### src/rtl/apb_cmd_master.sv
// APB requester: buffers read/write commands in a small FIFO, runs each one
// as a single APB transfer (SETUP then ACCESS, honouring PREADY wait states,
// aborting on timeout) and returns the result on a one-entry response port.
module apb_cmd_master #(
  parameter int ADDR_WIDTH     = 10,
  parameter int DATA_WIDTH     = 32,
  parameter int STRB_WIDTH     = DATA_WIDTH / 8,
  parameter int FIFO_DEPTH     = 4,
  parameter int TIMEOUT_CYCLES = 16
) (
  input  logic                  PCLK,
  input  logic                  PRESET,
  // command port
  input  logic                  cmd_valid,
  output logic                  cmd_ready,
  input  logic                  cmd_write,
  input  logic [ADDR_WIDTH-1:0] cmd_addr,
  input  logic [DATA_WIDTH-1:0] cmd_wdata,
  input  logic [STRB_WIDTH-1:0] cmd_strb,
  // response port
  output logic                  rsp_valid,
  input  logic                  rsp_ready,
  output logic [DATA_WIDTH-1:0] rsp_rdata,
  output logic                  rsp_err,
  output logic                  rsp_timeout,
  // APB requester interface
  output logic                  PSEL,
  output logic                  PENABLE,
  output logic                  PWRITE,
  output logic [ADDR_WIDTH-1:0] PADDR,
  output logic [DATA_WIDTH-1:0] PWDATA,
  output logic [STRB_WIDTH-1:0] PSTRB,
  input  logic [DATA_WIDTH-1:0] PRDATA,
  input  logic                  PREADY,
  input  logic                  PSLVERR
);

  localparam int PTR_W = (FIFO_DEPTH > 1) ? $clog2(FIFO_DEPTH) : 1;
  localparam int CNT_W = PTR_W + 1;
  localparam int TMO_W = 8;

  typedef struct packed {
    logic                  write;
    logic [ADDR_WIDTH-1:0] addr;
    logic [DATA_WIDTH-1:0] wdata;
    logic [STRB_WIDTH-1:0] strb;
  } cmd_t;

  typedef enum logic [1:0] {
    IDLE   = 2'd0,
    SETUP  = 2'd1,
    ACCESS = 2'd2
  } state_t;

  // Read data returned to the requester: only reads carry PRDATA back.
  function automatic logic [DATA_WIDTH-1:0] rsp_data_sel(
    input logic                  is_write,
    input logic                  is_abort,
    input logic [DATA_WIDTH-1:0] rdata
  );
    if (is_write || is_abort) return '0;
    return rdata;
  endfunction

  cmd_t             fifo_mem [FIFO_DEPTH];
  cmd_t             push_entry;
  cmd_t             head;
  logic [PTR_W-1:0] wr_ptr;
  logic [PTR_W-1:0] rd_ptr;
  logic [CNT_W-1:0] count;
  logic             run;
  logic             full;
  logic             empty;
  logic             push;
  logic             pop;
  logic             slot_free;
  logic             capture;
  logic             abort;
  logic [TMO_W-1:0] tmo_cnt;
  state_t           state;
  state_t           state_next;

  // cmd_ready is derived from registered state only; run keeps it low while
  // reset is asserted so every output reads 0 during reset.
  assign full      = (count == CNT_W'(FIFO_DEPTH));
  assign empty     = (count == '0);
  assign cmd_ready = run && !full;
  assign push      = cmd_valid && cmd_ready;
  assign slot_free = !rsp_valid || rsp_ready;
  assign head      = fifo_mem[rd_ptr];

  assign push_entry.write = cmd_write;
  assign push_entry.addr  = cmd_addr;
  assign push_entry.wdata = cmd_wdata;
  assign push_entry.strb  = cmd_write ? cmd_strb : '0;

  assign PSEL    = (state != IDLE);
  assign PENABLE = (state == ACCESS);

  // Enable flag: goes high on the first edge after reset release.
  always_ff @(posedge PCLK or posedge PRESET) begin
    if (PRESET) run <= 1'b0;
    else        run <= 1'b1;
  end

  // Command storage: payload only, no reset needed.
  always_ff @(posedge PCLK) begin
    if (push) fifo_mem[wr_ptr] <= push_entry;
  end

  // FIFO pointers and occupancy; simultaneous push and pop keeps the count.
  always_ff @(posedge PCLK or posedge PRESET) begin
    if (PRESET) begin
      wr_ptr <= '0;
      rd_ptr <= '0;
      count  <= '0;
    end else begin
      if (push) wr_ptr <= wr_ptr + PTR_W'(1);
      if (pop)  rd_ptr <= rd_ptr + PTR_W'(1);
      case ({push, pop})
        2'b10:   count <= count + CNT_W'(1);
        2'b01:   count <= count - CNT_W'(1);
        default: count <= count;
      endcase
    end
  end

  // Transfer sequencer state register.
  always_ff @(posedge PCLK or posedge PRESET) begin
    if (PRESET) state <= IDLE;
    else        state <= state_next;
  end

  // Next-state logic: every transfer returns through IDLE before the next SETUP.
  always_comb begin
    state_next = state;
    pop        = 1'b0;
    capture    = 1'b0;
    abort      = 1'b0;
    case (state)
      IDLE: begin
        if (!empty && slot_free) begin
          pop        = 1'b1;
          state_next = SETUP;
        end
      end
      SETUP: begin
        state_next = ACCESS;
      end
      ACCESS: begin
        if (PREADY) begin
          capture    = 1'b1;
          state_next = IDLE;
        end else if (tmo_cnt == TMO_W'(TIMEOUT_CYCLES - 1)) begin
          abort      = 1'b1;
          state_next = IDLE;
        end
      end
      default: begin
        state_next = IDLE;
      end
    endcase
  end

  // Counts ACCESS cycles spent waiting for PREADY; restarts at each SETUP.
  always_ff @(posedge PCLK or posedge PRESET) begin
    if (PRESET) begin
      tmo_cnt <= '0;
    end else if (state == SETUP) begin
      tmo_cnt <= '0;
    end else if ((state == ACCESS) && !PREADY) begin
      tmo_cnt <= tmo_cnt + TMO_W'(1);
    end
  end

  // APB address/data registers: loaded on pop, held through SETUP and ACCESS.
  always_ff @(posedge PCLK or posedge PRESET) begin
    if (PRESET) begin
      PWRITE <= 1'b0;
      PADDR  <= '0;
      PWDATA <= '0;
      PSTRB  <= '0;
    end else if (pop) begin
      PWRITE <= head.write;
      PADDR  <= head.addr;
      PWDATA <= head.wdata;
      PSTRB  <= head.strb;
    end
  end

  // Response slot: captured at transfer end, held until the handshake.
  always_ff @(posedge PCLK or posedge PRESET) begin
    if (PRESET) begin
      rsp_valid   <= 1'b0;
      rsp_rdata   <= '0;
      rsp_err     <= 1'b0;
      rsp_timeout <= 1'b0;
    end else if (capture || abort) begin
      rsp_valid   <= 1'b1;
      rsp_rdata   <= rsp_data_sel(PWRITE, abort, PRDATA);
      rsp_err     <= abort || PSLVERR;
      rsp_timeout <= abort;
    end else if (rsp_valid && rsp_ready) begin
      rsp_valid   <= 1'b0;
    end
  end

endmodule

### config.mk
export PLATFORM = sky130hd
export DESIGN_NAME = apb_cmd_master
export DESIGN_NICKNAME = d
export VERILOG_FILES = /design/src/rtl/apb_cmd_master.sv
export SDC_FILE = /design/constraint.sdc
export NUM_CORES = 1
export LEC_CHECK = 0
export BUFFER_PORTS_ARGS = -buffer_cell sky130_fd_sc_hd__buf_2
export CAP_MARGIN = 25
export CORE_ASPECT_RATIO = 1.1
export CORE_MARGIN = 3
export CORE_UTILIZATION = 55
export CTS_CLUSTER_DIAMETER = 60
export DETAILED_ROUTE_END_ITERATION = 10
export PLACE_DENSITY = 0.79
export SYNTH_ARGS = -nofsm -noshare
export SYNTH_HDL_FRONTEND = slang
export SYNTH_SLANG_ARGS = --single-unit
### constraint.sdc
create_clock -name PCLK -period 4.3 [get_ports PCLK]
set_input_delay 0.645 -clock PCLK [delete_from_list [all_inputs] [get_ports PCLK]]
set_output_delay 0.645 -clock PCLK [all_outputs]
set_load 0.01 [all_outputs]
## Yosys cells after proc, flatten, opt, wreduce, memory -nomap -nowiden

Memories as Yosys holds them, arrays and structs flattened. A register that Yosys moved wholly into a read port is not among the register bits.
Cells that the tools add are included.
Widths: inputs -> output; s select.

- Register bits after elaboration: 53
- Memory bits (writable): 188
- Input bits: 85
- Output and inout bits: 85
- Word-level logic and storage cells: 67
- Memories: 1

Memories:

| memory | words | width | read ports | clocked after memory_dff | wr ports | line | source |
|---|---|---|---|---|---|---|---|
| fifo_mem | 4 | 47 | 1 | 1 | 1 | 65 | `cmd_t fifo_mem [FIFO_DEPTH];` |

- $add $sub $neg: 5
- Equal/unequal tests: 8
- Mux-type cells: 23
- Reductions and logical operators: 20

Operator list:

| kind | count |
|---|---|
| $mux 32 | 2 |
| $mux 8 | 2 |
| $mux 1 | 13 |
| $add 8x1->8 const B | 1 |
| $eq 8x4->1 const B | 1 |
| $reduce_bool 2->1 | 4 |
| $mux 2 | 3 |
| $pmux 2 s3 | 1 |
| $pmux 3 s2 | 1 |
| $logic_and 1x1->1 | 5 |
| $add 2x1->2 const B | 2 |
| $eq 2x1->1 const B | 2 |
| $eq 2x2->1 const B | 2 |
| $logic_not 1->1 | 4 |
| $logic_or 1x1->1 | 4 |
| $mux 4 | 1 |
| $add 3x1->3 const B | 1 |
| $eq 3x3->1 const B | 1 |
| $logic_not 3->1 | 1 |
| $ne 3x1->1 const B | 1 |
| $sub 3x1->3 const B | 1 |
| $logic_not 2->1 | 1 |
| $ne 2x2->1 const B | 1 |
| $reduce_and 2->1 | 1 |

## Logic depth before layout (Yosys ltp)

Gate-level depths: netlist of the first run.

- Depth after elaboration: 8
- Mapped depth: 10
- Depth with buffers taken out: 9

## Worst setup path before layout of the first run

No wires, ideal clock.

- Path type: input-to-reg
- From: in cmd_valid
- To: mem fifo_mem[0][0] (netlist bit), enable pin
- Library setup time: 409 ps
- Arrival: 2062 ps
- Required time: 3891 ps
- Path slack: 1829 ps
- Cell stages on the path: 2
- Path buffers: 0
- Cell sequence: o311a_1 > and2_1

- Word-level cells in the longest chain between the ends: 3

RTL lines:

| item | line | source |
|---|---|---|
| start, declared | 14 | `input logic cmd_valid,` |
| $logic_and 1x1->1 | 88 | `assign push = cmd_valid && cmd_ready;` |
| $mux 1 | 108 | `if (push) fifo_mem[wr_ptr] <= push_entry;` |
| $mux 1 (not written as such) | 108 |  |
| end, declared | 65 |  |

Every way passes these cells.

## Final worst setup path of the first run

- From: reg state[0]
- To: out PENABLE

- Word-level cells in the longest chain between the ends: 1

RTL lines:

| item | line | source |
|---|---|---|
| start, declared | 80 | `state_t state;` |
| start signal, assigned | 131 | `else state <= state_next;` |
| $eq 2x2->1 | 98 | `assign PENABLE = (state == ACCESS);` |
| end, declared | 28 | `output logic PENABLE,` |

Every way passes these cells.

==> flow_summary.json, run 1 <==
{
  "drive_gt1_share_pct": 43.0,
  "crit_chain": "nand2b_1 > inv_1 > buf_2",
  "power_density_nw_per_um2": 700,
  "rows": 53,
  "ys_seq_area_share_pct": 73.4,
  "routedWlPerCell_um": 21.5,
  "clk_path_buf_depth": 3,
  "async_flop_share_pct": 34.7,
  "register_area_um2": 8150,
  "firstDrtPassIters": 6,
  "cts_tree": "built",
  "synth_area_um2": 11100,
  "die_y_um": 155,
  "yosysMostFrequentCell": "edfxtp_1",
  "dp.cells": 967,
  "drcViolationCount": 0,
  "die_x_um": 141,
  "dp_hpwl_um": 13900,
  "min_path_type": "in2async",
  "synth_edf_count": 188,
  "multiInputGateArea_um2": 2750,
  "grt_max_degree": 62,
  "cts.htree.levels": 1,
  "setup-violations-final": 0,
  "vias_per_cell": 5.78,
  "area_growth_pct": 19.7,
  "drv_cap": 0,
  "finalSetupTns_ns": 0,
  "vdd_drop_max_mv": 0.388,
  "path_clk_slew_ns": 0.06,
  "worstPathArrival_ns": 2.40,
  "max_freq_mhz": 328,
  "synthFlopType": "edfxtp_1",
  "grt.overflow.total": 0,
  "grt_use_total_pct": 20.1,
  "portBuffers": 169,
  "critPathTopFamily": "simple AND/OR/NAND/NOR gates",
  "grt_first_pass_wirelength_um": 34800,
  "tightest_slew_ns": 0.987,
  "yosys.area.top_type_share_pct": 50.9,
  "drt_iter0_drc": 358,
  "slew_viol_final": 0,
  "whs_ns": 0.270,
  "reg2reg_slack_ns": 2.01,
  "rsz0062_at_grt": "false",
  "crit_path_max_incr_delay_ns": 0.82,
  "post_cts_buffers": 0,
  "fin_crit_sh_pct": 70.9,
  "initial_core_util_pct": 57.1,
  "path_class": "reg2out",
  "cp-start-kind": "register",
  "crit_fanout": 35,
  "nNetsFinal": 847,
  "clock_latency_ns": 0.53,
  "total_leakage_power_nw": 5.00,
  "endpoint_kind": "output port",
  "crit_required_ns": 3.65,
  "period_needed_ns": 3.05,
  "fillers": 1266,
  "ys_types": 48,
  "ys_warn_count": 0,
  "synth.area.top_cells": "edfxtp_1, dfrtp_1, mux4_2, mux2_2, a221o_1",
  "slew_headroom_pct": 34.2,
  "synth_nets": 663,
  "path_buf_inv": 2,
  "ios": 170,
  "synthCells": 571,
  "layout.cells.non_filler": 1024,
  "numCtsBuffers": 28,
  "finalHoldViolCount": 0,
  "dieArea_um2": 21900,
  "status": "completed",
  "ys_ff_latch": 288,
  "fp.coreArea_um2": 19400,
  "postCtsHoldBufs": 0,
  "postCtsResizedCells": 0,
  "skew_ns": 0.0140,
  "first_global_vias": 6344,
  "antenna_found_initial": 3,
  "ant_nets": 0,
  "synth_area_leader_cell": "edfxtp_1",
  "clock-root-buffer": "clkbuf_16",
  "place.gp.congestion": 0.855,
  "synthTopCellsByCount": "edfxtp_1, dfrtp_1, mux2_2",
  "critPathSlowestCell": "nand2b_1",
  "cts.sinks": 288,
  "avgSynthCellArea_um2": 19.4,
  "routed_wl_um": 22100,
  "antenna_cells": 0,
  "vias": 5916
}
kinds of logic (layout without fill, tap and decap cells):
kind of cell | Yosys count | count (layout) | share of synthesized area [%]
compound gates | 58 | 58 | 4.49
xor+xnor | 6 | 6 | 0.474
fa+ha+maj | 7 | 7 | 0.857
buf+inv | 44 | 250 | 2.02
flops | 288 | 288 | 73.4
mux | 98 | 98 | 14.7
other cells | 1 | 1 | 0.0338
simple gates | 69 | 69 | 4.00
layer usage:
layer  GRT usage (%)  up-vias  share of wire [%]
met4            4.02        6                1.1
met1            26.8     3066                 41
met3            4.21       27                6.7
met5               0        -               0.19
li1                -     2619                  -
met2            34.7      198                 51
layout make-up:
cell class	count	share of cell area [%]
Tap cell	247	2.33
Clock buffer	39	6.12
Timing Repair Buffer	182	7.74
Inverter	16	0.471
Sequential cell	288	61.4
Multi-Input combinational cell	239	20.7
Clock inverter	13	1.27
placed cells by master, fill, tap and decap left out, types with 2 or more instances in the layout:
master and count:
edfxtp_1 188, buf_2 169, dfrtp_1 98, mux2_2 49, mux4_2 47, and2_1 36, a221o_1 32, clkbuf_16 29
inv_1 15, buf_4 8, o21ai_0 7, ha_1 6, nand2_1 5, xnor2_1 5, clkbuf_1 5, clkbuf_8 5
nand2b_1 4, and2_2 4, a21oi_1 4, bufinv_16 4, clkinv_2 4, nand4b_1 3, nor2b_1 3, clkinv_1 3
buf_16 3, nor2_1 2, nor4bb_1 2, o311ai_0 2, o211ai_1 2, mux2i_1 2, buf_12 2
flip-flops by register name, indices dropped and copies added (netlist names), 2 cells and up:
register,flops
fifo_mem,188
PSTRB,4
PWDATA,32
rsp_rdata,32
PADDR,10
state,2
count,3
wr_ptr,2
rd_ptr,2
tmo_cnt,8
metrics by stage:
stage               setup WS (ns)  instance area [µm²]  power, mW  utilization (%)
floorplan                    1.04                11100       5.92                -
global placement             1.70                12200       6.63             62.7
detailed placement           1.59                12200       6.77             62.7
CTS                          1.23                13200       9.35             67.7
global route                0.965                13300       9.77             68.4
finish                       1.25                13300       9.30             68.4
power breakdown:
part	internal, mW	leakage [nW]	switching (mW)
sequential	3.59	2.85	0.385
combinational	1.47	1.67	1.31
clock	1.56	0.485	0.991
final timing paths:
kind / from / cells past startpoint / end
worst min register to register: PADDR[4] / 1 / PADDR[4]
worst min-delay path: PRESET / 2 / rsp_rdata[21]
min in group PCLK: cmd_wdata[13] / 1 / fifo_mem[3][17]
worst max-delay path: state[0] / 3 / PENABLE
max in group asynchronous: PRESET / 3 / rsp_rdata[6]
worst max register to register: state[0] / 4 / rsp_rdata[19]
(Power assumes the default switching activity.)
==> run 2: changes to the inputs <==
Settings changed: CORE_UTILIZATION 55 to 51, PLACE_DENSITY 0.79 to 0.77.
Clock period 4.3 ns to 2.7 ns, I/O delays scaled along.
==> run 2 against run 1 <==
First-iteration DRC count shrank 10%. Largest cell class unchanged. Worst hold slack lost 0.19 ns. Worst setup slack lost 0.86 ns. Via count grew 0.37%. Clock skew shrank 0.0011 ns. Non-clock buffer count grew 4. Core utilization shrank 4.3 points. Wire length shrank 1.7%. Global-route usage shrank 1.5 points. Register-to-register slack lost 1.4 ns. Sequential cell count is the same. Clock-buffer cell count grew 2. Critical path type unchanged.
==> flow_summary.json, run 2 (same netlist as run 1, synthesis figures left out) <==
{
  "top_register": "fifo_mem",
  "drcViolationCount": 0,
  "register_area_um2": 8150,
  "cp-start-kind": "register",
  "layout_common_cells": "edfxtp_1, buf_2, dfrtp_1",
  "worstPathArrival_ns": 1.91,
  "crit_chain": "nand2b_1 > buf_4 > inv_1 > buf_2",
  "fin_crit_sh_pct": 85.6,
  "routed_wl_um": 21700,
  "power_density_nw_per_um2": 1120,
  "wl_met1_um": 8900,
  "finalSetupTns_ns": 0,
  "dieArea_um2": 23600,
  "multiInputGateArea_um2": 2750,
  "slew_viol_final": 0,
  "fin_ws_ns": 0.388,
  "ant_nets": 0,
  "drv_cap": 0,
  "grt_first_pass_wirelength_um": 35000,
  "largestRegisters": "fifo_mem (188), PWDATA (32), rsp_rdata (32)",
  "first_global_vias": 6414,
  "cts_tree": "built",
  "path_clk_slew_ns": 0.06,
  "dp_hpwl_um": 13700,
  "ios": 170,
  "finalHoldViolCount": 0,
  "dp.cells": 1013,
  "total_leakage_power_nw": 5.05,
  "antenna_found_initial": 1,
  "layout.cells.non_filler": 1069,
  "place_worst_setup_slack_ns": 0.617,
  "min_path_type": "in2reg",
  "clock_latency_ns": 0.54,
  "drt_iter0_drc": 322,
  "routed-wl-met2_um": 10800,
  "rsz0062_at_grt": "false",
  "largest_reg_flops": 188,
  "routedWlPerCell_um": 20.3,
  "die_x_um": 147,
  "critPathSlowestCell": "dfrtp_1",
  "final_util_pct": 64.1,
  "fillers": 1393,
  "tightest_slew_ns": 0.565,
  "portBuffers": 169,
  "vias_per_cell": 5.55,
  "grt_max_degree": 97,
  "crit_path_max_incr_delay_ns": 0.59,
  "min_path_cells": 1,
  "antenna_cells": 0,
  "cts.htree.levels": 1,
  "status": "completed",
  "path_class": "reg2out",
  "fp.coreArea_um2": 21000,
  "layout.cells.most_common": "edfxtp_1",
  "max_freq_mhz": 433,
  "clk_path_buf_depth": 3,
  "vdd_drop_max_mv": 0.755,
  "area_growth_pct": 21.2,
  "skew_ns": 0.0129,
  "crit_required_ns": 2.30,
  "period_needed_ns": 2.31,
  "drive_gt1_share_pct": 43.2,
  "endpoint_kind": "output port",
  "grt.overflow.total": 0,
  "vias": 5938,
  "firstDrtPassIters": 4,
  "numCtsBuffers": 30,
  "cts.sinks": 288,
  "crit_fanout": 35,
  "clock-root-buffer": "clkbuf_16",
  "met3_length_um": 1540,
  "rr_worst_depth": 9,
  "die_y_um": 161,
  "highest_layer": "met5",
  "place.gp.congestion": 0.855,
  "setup-violations-final": 0,
  "grt_use_total_pct": 18.5,
  "rows": 55,
  "slew_headroom_pct": 62.4,
  "nNetsFinal": 853,
  "initial_core_util_pct": 52.9
}
[run 2: changes by cell type in the layout (fill, tap and decap cells not counted), sizes merged]
cell,change
buf,+3
bufinv,+1
clkinv,-1
clkbuf,+2
dlygate4sd3,+1
clkinvlp,+2
inv,-1
[run 2: per-stage QoR]
stage	area (µm²)	power (mW)	hold slack, ns
2_1_floorplan	11100	9.43	0.469
3_3_place_gp	12400	10.8	0.309
3_5_place_dp	12400	11.0	0.313
4_1_cts	13500	15.3	0.0517
5_1_grt	13500	15.9	0.0571
6_report	13500	15.1	0.0835
[run 2: timing repair]
| item | in CTS | in global routing |
|---|---|---|
| gates resized for setup | 0 | 0 |
| endpoints found under the setup margin | 0 | 0 |
| hold buffers | 1 | 0 |
| setup buffers | 0 | 0 |
| endpoints found under the hold margin | 4 | 0 |
[run 2: path summary, 6_finish.rpt]
check / startpoint / to / slack [ns]
worst max-delay path: state[0] / PENABLE / 0.39
worst min-delay path: cmd_wdata[7] / fifo_mem[0][11] / 0.08
worst max register to register: state[0] / count[2] / 0.59
worst min register to register: PADDR[9] / PADDR[9] / 0.50
max in group asynchronous: PRESET / rd_ptr[0] / 1.56
min in group asynchronous: PRESET / rsp_rdata[11] / 0.33
[run 2: area by class of cell]
cell class,instances,share of cell area (%)
Tap cell,285,2.65
Clock buffer,41,6.18
Timing Repair Buffer,186,8.00
Multi-Input combinational cell,239,20.4
Sequential cell,288,60.6
Clock inverter,14,1.66
Inverter,16,0.474
[run 2: metal layers]
metal,GRT usage (%),up-vias
li1,-,2643
met1,24.2,3043
met2,31.7,216
met3,4.43,34
met4,4.49,2
met5,0,-
[run 2: power breakdown]
part / leakage, nW / total (mW) / internal (mW) / switching [mW]
Clock: 0.512 / 4.28 / 2.64 / 1.63
Combinational: 1.68 / 4.42 / 2.38 / 2.04
Sequential: 2.85 / 6.38 / 5.72 / 0.663
Total: 5.05 / 15.1 / 10.7 / 4.34
[run 2: critical path, delay by kind of cell (launching register included)]
| kind | cells | cell delay, ns |
|---|---|---|
| simple gates | 1 | 0.16 |
| flops | 1 | 0.59 |
| buf+inv | 3 | 0.61 |
